==> src/rtl/mem_dump_sequencer_pkg.sv <==
// Shared constants and state encoding for the data-memory dump sequencer.
// Imported by the interface, the serializer and the top-level FSM.
package mem_dump_sequencer_pkg;

  localparam int ADDRWIDTH = 5;

  typedef enum logic [2:0] {
    DUMP_IDLE      = 3'd0,
    DUMP_REQ       = 3'd1,
    DUMP_WAIT_RD   = 3'd2,
    DUMP_SEND      = 3'd3,
    DUMP_WAIT_TX   = 3'd4,
    DUMP_NEXT_BYTE = 3'd5,
    DUMP_NEXT_WORD = 3'd6,
    DUMP_DONE      = 3'd7
  } dump_state_t;

endpackage

==> src/rtl/mem_dump_sequencer_if.sv <==
// Bundle between the dump sequencer and the memory stage / UART TX.
// master = sequencer side, slave = memory stage, UART and debug control.
interface mem_dump_sequencer_if #(
  parameter int NB_DATA = 32
);
  import mem_dump_sequencer_pkg::*;

  logic                 i_start;
  logic                 i_pipeline_halted;
  logic [NB_DATA-1:0]   i_mem_data;
  logic                 i_tx_done;
  logic [ADDRWIDTH-1:0] o_addr_mem_debug_unit;
  logic                 o_ctrl_addr_debug_mem;
  logic                 o_ctrl_wr_debug_mem;
  logic                 o_read_du;
  logic                 o_enable_mem;
  logic [7:0]           o_tx_data;
  logic                 o_tx_start;
  logic                 o_busy;
  logic                 o_done;

  modport master (
    input  i_start, i_pipeline_halted,
    input  i_mem_data, i_tx_done,
    output o_addr_mem_debug_unit,
    output o_ctrl_addr_debug_mem,
    output o_ctrl_wr_debug_mem,
    output o_read_du, o_enable_mem,
    output o_tx_data, o_tx_start,
    output o_busy, o_done
  );

  modport slave (
    output i_start, i_pipeline_halted,
    output i_mem_data, i_tx_done,
    input  o_addr_mem_debug_unit,
    input  o_ctrl_addr_debug_mem,
    input  o_ctrl_wr_debug_mem,
    input  o_read_du, o_enable_mem,
    input  o_tx_data, o_tx_start,
    input  o_busy, o_done
  );

endinterface

==> src/rtl/mem_dump_sequencer_serializer.sv <==
// Word-to-byte serializer: loads a word, presents bytes MSB-first,
// advances on each shift and flags the last byte of the word.
module word_byte_serializer #(
  parameter int NB_DATA = 32
) (
  input  logic               i_clock,
  input  logic               i_reset,
  input  logic               i_load,
  input  logic [NB_DATA-1:0] i_word,
  input  logic               i_shift,
  output logic [7:0]         o_byte,
  output logic               o_last_byte
);

  localparam int NB_BYTES = NB_DATA / 8;
  localparam int BW = (NB_BYTES > 1) ? $clog2(NB_BYTES) : 1;

  logic [NB_DATA-1:0] shreg;
  logic [BW-1:0]      byte_cnt;

  always_ff @(posedge i_clock) begin
    if (!i_reset) begin
      shreg    <= '0;
      byte_cnt <= '0;
    end else if (i_load) begin
      shreg    <= i_word;
      byte_cnt <= '0;
    end else if (i_shift) begin
      shreg    <= {shreg[NB_DATA-9:0], 8'h00};
      byte_cnt <= byte_cnt + BW'(1);
    end
  end

  assign o_byte      = shreg[NB_DATA-1 -: 8];
  assign o_last_byte = (byte_cnt == BW'(NB_BYTES - 1));

endmodule

==> src/rtl/mem_dump_sequencer.sv <==
// Post-halt data-memory dump: reads each word through the debug port of
// the memory stage and streams its bytes MSB-first to the UART TX.
module mem_dump_sequencer
  import mem_dump_sequencer_pkg::*;
#(
  parameter int NB_DATA      = 32,
  parameter int N_WORDS      = 32,
  parameter int ADDR_STEP    = 1,
  parameter int READ_LATENCY = 2
) (
  input  logic                 i_clock,
  input  logic                 i_reset,
  mem_dump_sequencer_if.master bus
);

  localparam int LW  = $clog2(READ_LATENCY + 1);
  localparam int WCW = ADDRWIDTH + 1;

  dump_state_t          state;
  logic [LW-1:0]        lat_cnt;
  logic [WCW-1:0]       word_cnt;
  logic [ADDRWIDTH-1:0] addr;
  logic                 sel;
  logic                 tx_start;
  logic                 busy;
  logic                 done;
  logic                 load;
  logic                 shift;
  logic                 last_byte;
  logic [7:0]           tx_byte;

  // Word is sampled on the READ_LATENCY-th cycle after REQ entry.
  assign load  = (state == DUMP_WAIT_RD) &&
                 (lat_cnt == LW'(READ_LATENCY));
  assign shift = (state == DUMP_WAIT_TX) && bus.i_tx_done;

  word_byte_serializer #(
    .NB_DATA (NB_DATA)
  ) u_ser (
    .i_clock     (i_clock),
    .i_reset     (i_reset),
    .i_load      (load),
    .i_word      (bus.i_mem_data),
    .i_shift     (shift),
    .o_byte      (tx_byte),
    .o_last_byte (last_byte)
  );

  always_ff @(posedge i_clock) begin
    if (!i_reset) begin
      state    <= DUMP_IDLE;
      lat_cnt  <= '0;
      word_cnt <= '0;
      addr     <= '0;
      sel      <= 1'b0;
      tx_start <= 1'b0;
      busy     <= 1'b0;
      done     <= 1'b0;
    end else begin
      unique case (state)
        DUMP_IDLE: begin
          if (bus.i_start && bus.i_pipeline_halted) begin
            addr     <= '0;
            word_cnt <= '0;
            lat_cnt  <= '0;
            busy     <= 1'b1;
            sel      <= 1'b1;
            state    <= DUMP_REQ;
          end
        end
        DUMP_REQ: begin
          lat_cnt <= LW'(1);
          state   <= DUMP_WAIT_RD;
        end
        DUMP_WAIT_RD: begin
          if (load) begin
            sel      <= 1'b0;
            tx_start <= 1'b1;
            state    <= DUMP_SEND;
          end else begin
            lat_cnt <= lat_cnt + LW'(1);
          end
        end
        DUMP_SEND: begin
          tx_start <= 1'b0;
          state    <= DUMP_WAIT_TX;
        end
        DUMP_WAIT_TX: begin
          if (bus.i_tx_done) begin
            if (last_byte) begin
              word_cnt <= word_cnt + WCW'(1);
              addr     <= addr + ADDRWIDTH'(ADDR_STEP);
              state    <= DUMP_NEXT_WORD;
            end else begin
              state <= DUMP_NEXT_BYTE;
            end
          end
        end
        DUMP_NEXT_BYTE: begin
          tx_start <= 1'b1;
          state    <= DUMP_SEND;
        end
        DUMP_NEXT_WORD: begin
          if (word_cnt == WCW'(N_WORDS)) begin
            done  <= 1'b1;
            state <= DUMP_DONE;
          end else begin
            lat_cnt <= '0;
            sel     <= 1'b1;
            state   <= DUMP_REQ;
          end
        end
        DUMP_DONE: begin
          done  <= 1'b0;
          busy  <= 1'b0;
          state <= DUMP_IDLE;
        end
      endcase
    end
  end

  assign bus.o_addr_mem_debug_unit = addr;
  assign bus.o_ctrl_addr_debug_mem = sel;
  assign bus.o_ctrl_wr_debug_mem   = sel;
  assign bus.o_read_du             = sel;
  assign bus.o_enable_mem          = sel;
  assign bus.o_tx_data             = tx_byte;
  assign bus.o_tx_start            = tx_start;
  assign bus.o_busy                = busy;
  assign bus.o_done                = done;

endmodule

==> src/flat_wrapper.sv <==
// flat-port wrapper written by rule: the top's interface ports become plain ports
module mem_dump_sequencer_flat import mem_dump_sequencer_pkg::*;
#(
  parameter int NB_DATA      = 32,
  parameter int N_WORDS      = 32,
  parameter int ADDR_STEP    = 1,
  parameter int READ_LATENCY = 2
)
  (i_clock, i_reset, bus_i_start, bus_i_pipeline_halted, bus_i_mem_data, bus_i_tx_done, bus_o_addr_mem_debug_unit, bus_o_ctrl_addr_debug_mem, bus_o_ctrl_wr_debug_mem, bus_o_read_du, bus_o_enable_mem, bus_o_tx_data, bus_o_tx_start, bus_o_busy, bus_o_done);
  mem_dump_sequencer_if #(.NB_DATA(NB_DATA)) bus_i ();
  input  logic i_clock;
  input  logic i_reset;
  input wire logic [$bits(bus_i.i_start)-1:0] bus_i_start;
  input wire logic [$bits(bus_i.i_pipeline_halted)-1:0] bus_i_pipeline_halted;
  input wire logic [$bits(bus_i.i_mem_data)-1:0] bus_i_mem_data;
  input wire logic [$bits(bus_i.i_tx_done)-1:0] bus_i_tx_done;
  output wire logic [$bits(bus_i.o_addr_mem_debug_unit)-1:0] bus_o_addr_mem_debug_unit;
  output wire logic [$bits(bus_i.o_ctrl_addr_debug_mem)-1:0] bus_o_ctrl_addr_debug_mem;
  output wire logic [$bits(bus_i.o_ctrl_wr_debug_mem)-1:0] bus_o_ctrl_wr_debug_mem;
  output wire logic [$bits(bus_i.o_read_du)-1:0] bus_o_read_du;
  output wire logic [$bits(bus_i.o_enable_mem)-1:0] bus_o_enable_mem;
  output wire logic [$bits(bus_i.o_tx_data)-1:0] bus_o_tx_data;
  output wire logic [$bits(bus_i.o_tx_start)-1:0] bus_o_tx_start;
  output wire logic [$bits(bus_i.o_busy)-1:0] bus_o_busy;
  output wire logic [$bits(bus_i.o_done)-1:0] bus_o_done;
  assign bus_i.i_start = bus_i_start;
  assign bus_i.i_pipeline_halted = bus_i_pipeline_halted;
  assign bus_i.i_mem_data = bus_i_mem_data;
  assign bus_i.i_tx_done = bus_i_tx_done;
  assign bus_o_addr_mem_debug_unit = bus_i.o_addr_mem_debug_unit;
  assign bus_o_ctrl_addr_debug_mem = bus_i.o_ctrl_addr_debug_mem;
  assign bus_o_ctrl_wr_debug_mem = bus_i.o_ctrl_wr_debug_mem;
  assign bus_o_read_du = bus_i.o_read_du;
  assign bus_o_enable_mem = bus_i.o_enable_mem;
  assign bus_o_tx_data = bus_i.o_tx_data;
  assign bus_o_tx_start = bus_i.o_tx_start;
  assign bus_o_busy = bus_i.o_busy;
  assign bus_o_done = bus_i.o_done;
  mem_dump_sequencer #(.NB_DATA(NB_DATA), .N_WORDS(N_WORDS), .ADDR_STEP(ADDR_STEP), .READ_LATENCY(READ_LATENCY)) u_core (.i_clock(i_clock), .i_reset(i_reset), .bus(bus_i));
endmodule
==> config.mk <==
export PLATFORM = sky130hd
export DESIGN_NAME = mem_dump_sequencer_flat
export DESIGN_NICKNAME = d
export VERILOG_FILES = /design/src/rtl/mem_dump_sequencer_pkg.sv /design/src/rtl/mem_dump_sequencer_if.sv /design/src/rtl/mem_dump_sequencer_serializer.sv /design/src/rtl/mem_dump_sequencer.sv /design/src/flat_wrapper.sv
export SDC_FILE = /design/constraint.sdc
export NUM_CORES = 1
export LEC_CHECK = 0
export ABC_AREA = 0
export CAP_MARGIN = 20
export CORE_ASPECT_RATIO = 1.25
export CORE_UTILIZATION = 44
export CTS_CLUSTER_DIAMETER = 200
export CTS_CLUSTER_SIZE = 16
export DETAILED_ROUTE_END_ITERATION = 8
export GPL_TIMING_DRIVEN = 0
export PLACE_DENSITY_LB_ADDON = 0.2
export SLEW_MARGIN = 25
export SYNTH_ARGS = -nofsm -noshare
export SYNTH_HDL_FRONTEND = slang
export SYNTH_SLANG_ARGS = --single-unit
==> constraint.sdc <==
create_clock -name i_clock -period 3.4 [get_ports i_clock]
set_input_delay 0.68 -clock i_clock [delete_from_list [all_inputs] [get_ports i_clock]]
set_output_delay 0.68 -clock i_clock [all_outputs]
set_load 0.1 [all_outputs]
After elaboration in Yosys (flattened, before gate mapping)
Cells that the tools add are included.
{ "classes": {"n_mux": 29, "n_reduce_logical": 19, "eq_ne": 17, "bitwise": 1, "n_addsub": 4} }
{ "ops": {"columns": ["cell", "n"], "rows": [
  ["32-bit two-way mux", 2],
  ["3-bit one-hot mux with 8 select lines", 1],
  ["6-bit two-way mux", 3],
  ["5-bit two-way mux", 3],
  ["3-bit equality test, second input constant", 4],
  ["3-bit two-way mux", 4],
  ["6-bit one-hot mux with 2 select lines", 1],
  ["4-bit AND reduction", 3],
  ["5-bit one-hot mux with 2 select lines", 1],
  ["2-bit two-way mux", 4],
  ["2-bit by 1-bit != test with 1-bit output, second input constant", 4],
  ["2-bit one-hot mux with 4 select lines", 1],
  ["2-bit nonzero test", 4],
  ["6-bit by 1-bit adder with 6-bit output, second input constant", 1],
  ["3-bit by 2-bit equality test with 1-bit output, second input constant", 2],
  ["6-bit equality test, second input constant", 1],
  ["2-bit != test, second input constant", 3],
  ["1-bit one-hot mux with 3 select lines", 2],
  ["2-bit AND reduction", 3],
  ["3-bit nonzero test", 2],
  ["5-bit by 1-bit adder with 5-bit output, second input constant", 1],
  ["1-bit two-way mux", 5],
  ["2-bit by 1-bit adder with 2-bit output, second input constant", 2],
  ["2-bit equality test, second input constant", 2],
  ["other kinds (8)", 11]
]} }
{ "totals": {"in_bits": 37, "output_inout_bits": 20, "elab_cells": 80, "register_bits": 54} }

Longest topological paths before layout
Gate-level depths: netlist of the first run.
{ "depth": {"ltp_word": 4, "mapped_depth": 8, "ltp_nobuf": 6} }

Cells and area by module
From an unflattened synthesis of the first run, not the netlist that was laid out.
{ "unflattened": {"hier_cells": 291, "hier_area_um2": 2872.8} }
{ "by_module_without_submodules": {"columns": ["module", "area_each_um2", "seq_area_each_um2", "instances", "cells_each"], "rows": [
  ["word_byte_serializer", 1775.5, 680.7, 1, 158],
  ["mem_dump_sequencer", 1097.3, 400.4, 1, 133]
]} }

Least setup slack after synthesis of the first run
OpenSTA, ideal clock, no wires.
{ "synth_path": {"path_kind": "flip-flop to output port", "from": "register u_core.sel (netlist: u_core.bus.o_ctrl_addr_debug_mem)", "to": "output bus_o_ctrl_wr_debug_mem", "path_buffers": 1, "required_ns": 2.720, "slack_ns": 1.310, "t_arrival_ns": 1.410, "path_stages_with_launch": 2, "cell_sequence": "dfxtp_1 > buf_4"} }
{ "synth_lines": {"columns": ["item", "line_no", "source"], "rows": [
  ["from (decl)", "mem_dump_sequencer.sv:23", "logic sel;"],
  ["from (signal assigned)", "mem_dump_sequencer.sv:55", "sel <= 1'b0;"],
  ["from (signal assigned)", "mem_dump_sequencer.sv:67", "sel <= 1'b1;"],
  ["from (signal assigned)", "mem_dump_sequencer.sv:77", "sel <= 1'b0;"],
  ["to (decl)", "flat_wrapper.sv:19", "output wire logic [$bits(bus_i.o_ctrl_wr_debug_mem)-1:0] bus_o_ctrl_wr_debug_mem;"]
]} }
No word-level cell between the ends.

Worst setup path in the final report of the first run
{ "layout_path": {"from": "register u_core.sel (netlist: u_core.bus.o_ctrl_addr_debug_mem)", "to": "output bus_o_read_du"} }
{ "layout_lines": {"columns": ["item", "line_no", "source"], "rows": [
  ["to (decl)", "flat_wrapper.sv:20", "output wire logic [$bits(bus_i.o_read_du)-1:0] bus_o_read_du;"]
]} }
No word-level cell between the ends.

==> out/metrics.csv, run 1 <==
stage;metric;value;unit
outcome;run status;finished clean;
pwr;logic gate share of total power;0.177;
clock_tree;CTS Sinks;54;
setup_path;type of the worst setup path;register to primary output;
placement;port bufs;56;
clock_tree;clock-pin transition on the worst setup and hold timing paths;0.10;ns
cells_and_area;post-route insts no fill;410;
clock_tree;Root Driver;clkbuf_8;
detailed_routing;vias;2258;
clock_tree;CTS resizes;0;
sta;Tmin final;2.63;ns
logic_synthesis;EDFF count, synth;0;
placement;DP Cell Count;402;
die;I/O pin count;57;
sta;final worst slack;0.772;ns
clock_tree;Post-CTS Setup Bufs;0;
clock_tree;Longest Clk Path Bufs;2;
logic_synthesis;mean post-synth cell area;8.49;um2
die;Die H;84.8;um
setup_path;worst r2r src;u_core.lat_cnt[0];
cells_and_area;Post-layout nets;389;
pwr;Pleak;1.12;nW
logic_synthesis;mux contribution to synthesized area;0.0124;
placement;pre-CTS WS;0.826;ns
detailed_routing;vias per inst;5.51;
setup_path;CP Cell Sequence;buf_4 -> clkdlybuf4s50_1;
setup_path;slowest stage cell, crit path;clkdlybuf4s50_1;
sta;Worst slew margin;0.354;
cells_and_area;layout cell share with drive strength beyond 1;0.0948;
setup_path;CP required;2.72;ns
cells_and_area;most frequent cells in the layout;56 x clkdlybuf4s50_1, 54 x dfxtp_1, 42 x nand2_1;
logic_synthesis;register area share after synthesis;0.448;
detailed_routing;DR pass1 iterations;4;
sta;period utilization;0.773;
setup_path;CP max FO;5;
global_route;GRT Util Overall;0.223;
placement;DP HPWL;4.33;mm
setup_path;Reg2Reg Depth;8;
setup_path;CP startpoint kind;register;
die;Die Area;5780;um2
setup_path;worst path buffer plus inverter count;2;
pwr;PD cells;399;nW/um2
die;chip width;68.2;um
setup_path;CP max stage delay;1.12;ns
die;Core Rows;29;
placement;global placement routability congestion;0.838;
logic_synthesis;Adder-Cell Fraction of Synth Area;0.0259;
cells_and_area;n_diodes;0;
pwr;Seq pwr share;0.521;
die;Starting Density;0.465;
clock_tree;Inserted Clock Buffers;5;
global_route;vias in the first global route;2033;
detailed_routing;DRT Wirelength;5.95;mm
pwr;Cell Int Power;894;uW
pwr;Switching Power;359;uW
logic_synthesis;synthesized net count;326;
logic_synthesis;post-synthesis compound-gate area fraction;0.251;
detailed_routing;DRC viols;0;
pwr;clock power share;0.303;
job;max-cap violations;0;
logic_synthesis;Netlist cell types;37;
pwr;Max rail drop VDD;0.000324;V
hold_path;Worst Hold Depth;2;
detailed_routing;Routed Antenna Nets;0;
clock_tree;H-tree levels;2;
global_route;first-pass GRT wire length;9.66;mm
setup_path;CP Data Arrival Time;1.95;ns
detailed_routing;drt wl/cell;14.5;um
logic_synthesis;Yosys Warn Count;0;
sta;final hold viol count;0;
sta;Max Slew Vio Count;0;
setup_path;Worst path top cell family by delay;buffers and inverters;
clock_tree;worst-skew pair later-pin latency;0.32;ns
die;core area;5190;um2
sta;Layout Skew;0.00699;ns
detailed_routing;drt initial violations;114;
cells_and_area;area grow syn2layout;30.2;%
pwr;overall power;1.25;mW
logic_synthesis;post-synthesis async set-or-reset flop share;0;
sta;Worst-Margin Slew;0.966;ns
global_route;initial antenna violation count;0;
logic_synthesis;count of state elements after synthesis;54;
clock_tree;CTS Hold Buffers Added;0;
pwr;switching share of power;0.286;
cells_and_area;most common cell after layout, fill and taps aside;clkdlybuf4s50_1;
hold_path;HP Class;register to register;
hold_path;hold wc startpoint;u_core.u_ser.shreg[29];
logic_synthesis;Top FF cell, synth;dfxtp_1;
global_route;aggregate global routing overflow;0;
sta;setup tns final;0;ns
logic_synthesis;Synth Area in XOR/XNOR;0.0109;
clock_tree;CTS tree;yes;
logic_synthesis;Post-Synth Simple-Gate Area;0.165;
sta;setup violators final;0;
logic_synthesis;post-synth design cell area;2410;um2
global_route;largest net degree at the start of global routing;16;
setup_path;Worst setup startpoint;u_core.bus.o_ctrl_addr_debug_mem;
cells_and_area;fillers;488;
logic_synthesis;largest family of logic cells by synthesized area;compound AO/OA/AOI/OAI gates;
setup_path;WP depth;2;
logic_synthesis;Post-Syn Instances;284;
setup_path;Worst setup EP type;primary output;
sta;RSZ-0062 raised after global routing;no;
sta;fmax;380;MHz
routing by layer:
layer  vias to the layer above  share of wire  track usage
li1                       1131              -            -
met4                         0          0.018       0.0890
met5                         -              0            0
met3                         9          0.043       0.0476
met1                      1057           0.44        0.272
met2                        61           0.50        0.370
cell type report:
cell class                      instances  area (um2)  area share
Sequential cell                        54        1080       0.344
Tap cell                               62        77.6      0.0247
Timing Repair Buffer                   56         561       0.178
Multi-Input combinational cell        192        1120       0.358
Clock inverter                          1        5.00     0.00159
Buffer                                 30         178      0.0566
Inverter                                8        30.0     0.00956
Clock buffer                            7        86.3      0.0275
synth_stat cells (5+ instances only):
library cell | number | share of area
nand3_1 | 6 | 0.012
buf_2 | 10 | 0.021
buf_4 | 12 | 0.037
dfxtp_1 | 54 | 0.45
or3_1 | 6 | 0.016
inv_1 | 8 | 0.012
nand2_1 | 42 | 0.065
o21ai_1 | 7 | 0.015
ha_1 | 5 | 0.026
a31oi_1 | 12 | 0.031
clkbuf_1 | 5 | 0.0078
a21oi_1 | 30 | 0.062
nor2_1 | 19 | 0.030
o21ai_0 | 12 | 0.025
a22oi_1 | 24 | 0.075
worst paths after layout:
check	end	slack, ns
setup / recovery	bus_o_read_du	0.77
setup reg to reg	u_core.u_ser.shreg[7]	1.50
hold / removal	u_core.u_ser.shreg[29]	0.46
hold reg to reg	u_core.u_ser.shreg[29]	0.46
per-stage QoR:
| step | area [um2] | utilization | hold slack, ns |
|---|---|---|---|
| global placement | 3050 | 0.588 | 0.442 |
| floorplan | 2410 | - | 0.437 |
| finish | 3140 | 0.605 | 0.458 |
| CTS | 3140 | 0.605 | 0.461 |
| detailed placement | 3050 | 0.588 | 0.447 |
| global route | 3140 | 0.605 | 0.476 |
cells by family after synthesis:
group | count (synthesis)
xor+xnor | 3
simple gates | 86
fa+ha+maj | 5
mux | 3
buf+inv | 38
compound gates | 95
flops | 54
worst register-to-register path, stage by stage, from the launching register on:
cell and delay (ns):
dfxtp_1 0.33, inv_1 0.08, ha_1 0.22, nor4bb_1 0.29
clkbuf_1 0.27, nor2_1 0.15, buf_2 0.22, a22oi_1 0.16
nor2_1 0.07
flip-flops by register name (all words and copies together), names as in the netlist:
register                          count
u_core.u_ser.shreg                   32
u_core.u_ser.byte_cnt                 2
u_core.bus.o_tx_start                 1
u_core.bus.o_done                     1
u_core.bus.o_addr_mem_debug_unit      5
u_core.state                          3
u_core.bus.o_busy                     1
u_core.bus.o_ctrl_addr_debug_mem      1
u_core.word_cnt                       6
u_core.lat_cnt                        2
power groups by stage:
stage | registers [mW] | clock network [mW] | logic [mW]
final | 0.652 | 0.379 | 0.221
after detailed placement | 0.667 | 0 | 0.221
after floorplan | 0.704 | 0 | 0.102
after global routing | 0.654 | 0.404 | 0.233
after CTS | 0.652 | 0.385 | 0.222
after global placement | 0.666 | 0 | 0.219
Note: power is estimated with default switching activity, not from simulation.
==> run 2, diff against run 1 <==
==> constraint.sdc (replaced) <==
create_clock -name i_clock -period 2.4 [get_ports i_clock]
set_input_delay 0.48 -clock i_clock [delete_from_list [all_inputs] [get_ports i_clock]]
set_output_delay 0.48 -clock i_clock [all_outputs]
set_load 0.1 [all_outputs]
==> run 2 against run 1 <==
  * Global-route usage is the same
  * Critical path depth shrank 1
  * First-iteration DRC count grew 4.4%
  * Worst setup slack lost 0.73 ns
  * Cell count is the same
  * Clock power grew 41%
  * Flip-flop and latch count is the same
  * Via count grew 0.22%
  * Power grew 41%
  * Sequential share of layout area shrank 0.12 points
==> out/metrics.csv, run 2 (synthesized netlist as in run 1, its figures left out) <==
stage;metric;value;unit;change
outcome;run status;finished clean;;
sta;WHS;0.458;ns;-0.000497 ns
global_route;GRT Util Overall;0.223;;unchanged
cells_and_area;area of the multi-input gates;1120;um2;unchanged
die;chip width;68.2;um;unchanged
sta;RSZ-0062 raised after global routing;no;;
setup_path;Reg2Reg Depth;8;;unchanged
cells_and_area;Sequential Area;1080;um2;unchanged
sta;setup tns final;0;ns;unchanged
detailed_routing;vias;2263;;+0.22%
placement;placed inst area;3050;um2;unchanged
clock_tree;CTS Sinks;54;;unchanged
die;Core Rows;29;;unchanged
detailed_routing;DRC viols;0;;unchanged
sta;Tmin final;2.36;ns;
sta;setup violators final;0;;unchanged
cells_and_area;n_diodes;0;;unchanged
clock_tree;Inserted Clock Buffers;5;;unchanged
sta;Worst-Margin Slew;0.966;ns;unchanged
pwr;overall power;1.77;mW;+41%
pwr;PD cells;561;nW/um2;+41%
setup_path;CP max FO;4;;-1
placement;DP HPWL;4.33;mm;unchanged
setup_path;worst r2r src;u_core.lat_cnt[0];;
sta;Layout Skew;0.00658;ns;-0.000415 ns
cells_and_area;most frequent cells in the layout;54 x dfxtp_1, 47 x clkdlybuf4s50_1, 42 x nand2_1;;
pwr;switching share of power;0.287;;about the same
detailed_routing;Routed Antenna Nets;0;;unchanged
detailed_routing;drt initial violations;119;;+4.4%
setup_path;type of the worst setup path;register to primary output;;
setup_path;Worst setup EP type;primary output;;
placement;pre-CTS WS;0.0257;ns;-0.800 ns
sta;Max Slew Vio Count;0;;unchanged
sta;final worst slack;0.0393;ns;-0.732 ns
global_route;largest net degree at the start of global routing;16;;unchanged
cells_and_area;layout cell share with drive strength beyond 1;0.0948;;unchanged
cells_and_area;post-route insts no fill;410;;unchanged
cells_and_area;cell area after layout;3150;um2;+0.36%
setup_path;Worst setup startpoint;u_core.bus.o_addr_mem_debug_unit[0];;
pwr;clock power share;0.303;;about the same
cells_and_area;area grow syn2layout;30.7;%;
die;Starting Density;0.465;;unchanged
placement;DP Cell Count;402;;unchanged
die;I/O pin count;57;;unchanged
global_route;aggregate global routing overflow;0;;unchanged
pwr;Pleak;1.24;nW;+11%
pwr;logic gate share of total power;0.175;;-0.002
sta;period utilization;0.984;;
pwr;Max rail drop VDD;0.000460;V;+42%
setup_path;slowest stage cell, crit path;clkdlybuf4s50_1;;
global_route;initial antenna violation count;0;;unchanged
cells_and_area;Post-layout nets;389;;unchanged
setup_path;WP depth;1;;-1
clock_tree;CTS tree;yes;;
die;Die H;84.8;um;unchanged
setup_path;Worst path top cell family by delay;buffers and inverters;;
setup_path;CP startpoint kind;register;;
clock_tree;Longest Clk Path Bufs;2;;unchanged
setup_path;CP Data Arrival Time;1.88;ns;-0.07 ns
setup_path;CP max stage delay;1.16;ns;+0.04 ns
cells_and_area;most common cell after layout, fill and taps aside;dfxtp_1;;
die;core area;5190;um2;unchanged
detailed_routing;DRT Wirelength;5.96;mm;+0.12%
detailed_routing;vias per inst;5.52;;+0.22%
pwr;Seq pwr share;0.522;;about the same
clock_tree;Root Driver;clkbuf_8;;
die;Die Area;5780;um2;unchanged
pwr;Switching Power;507;uW;+41%
sta;Worst slew margin;0.354;;unchanged
cells_and_area;fillers;481;;-1.4%
global_route;first-pass GRT wire length;9.66;mm;unchanged
setup_path;worst path buffer plus inverter count;1;;-1
clock_tree;H-tree levels;2;;unchanged
detailed_routing;drt wl/cell;14.5;um;+0.12%
hold_path;Worst Hold Depth;2;;unchanged
cells_and_area;most flop-heavy register;u_core.u_ser.shreg;;
detailed_routing;DR pass1 iterations;5;;+1
job;max-cap violations;0;;unchanged
clock_tree;worst-skew pair later-pin latency;0.32;ns;about the same
placement;port bufs;56;;unchanged
hold_path;HP Class;register to register;;
sta;fmax;424;MHz;
setup_path;CP required;1.92;ns;-0.80 ns
global_route;vias in the first global route;2033;;unchanged
sta;final hold viol count;0;;unchanged
placement;global placement routability congestion;0.838;;unchanged
cells_and_area;Largest register FFs;32;;unchanged
cells_and_area;Util after Layout;0.608;;+0.00217
clock_tree;clock-pin transition on the worst setup and hold timing paths;0.09;ns;about the same
pwr;Cell Int Power;1.26;mW;+41%
hold_path;hold wc startpoint;u_core.u_ser.shreg[27];;
setup_path;CP Cell Sequence;clkdlybuf4s50_1;;
[run 2: cell types whose count changed in the layout (fill, tap and decap cells not counted)]
cell | before | now
clkdlybuf4s50_1 | 56 | 47
dlygate4sd2_1 | 0 | 3
dlymetal6s2s_1 | 0 | 6
[run 2: area by class of cell]
cell class | instances | area share
Multi-Input combinational cell | 192 | 0.356
Tap cell | 62 | 0.0246
Timing Repair Buffer | 56 | 0.181
Clock inverter | 1 | 0.00159
Buffer | 30 | 0.0563
Sequential cell | 54 | 0.343
Clock buffer | 7 | 0.0274
Inverter | 8 | 0.00952
[run 2: routing by layer]
layer | routed length [um] | track usage | vias to the layer above
li1 | - | - | 1131
met1 | 2580 | 0.272 | 1050
met2 | 2960 | 0.370 | 71
met3 | 298 | 0.0476 | 11
met4 | 115 | 0.0890 | 0
met5 | 0 | 0 | -
[run 2: timing repair]
action	in CTS	in global routing
hold buffers	0	0
setup endpoints to repair	3	6
buffers inserted	0	0
gates resized for setup	3	6
[run 2: power by group through the flow]
| stage | combinational, mW | clock [mW] | sequential, mW |
|---|---|---|---|
| after floorplan | 0.145 | 0 | 0.997 |
| after global placement | 0.310 | 0 | 0.944 |
| after detailed placement | 0.313 | 0 | 0.945 |
| after CTS | 0.310 | 0.545 | 0.924 |
| after global routing | 0.325 | 0.573 | 0.926 |
| final | 0.309 | 0.536 | 0.924 |
[run 2: path summary, 6_finish.rpt]
path	end	slack, ns
setup / recovery	bus_o_addr_mem_debug_unit[0]	0.04
hold reg to reg	u_core.u_ser.shreg[27]	0.46
setup reg to reg	u_core.u_ser.shreg[7]	0.50
hold / removal	u_core.u_ser.shreg[27]	0.46
[run 2: worst reg2reg max path: cells and delay by family (launching register included)]
kind / cells / cell delay [ns]
flops: 1 / 0.33
buf+inv: 3 / 0.57
simple gates: 3 / 0.51
compound gates: 1 / 0.16
fa+ha+maj: 1 / 0.22
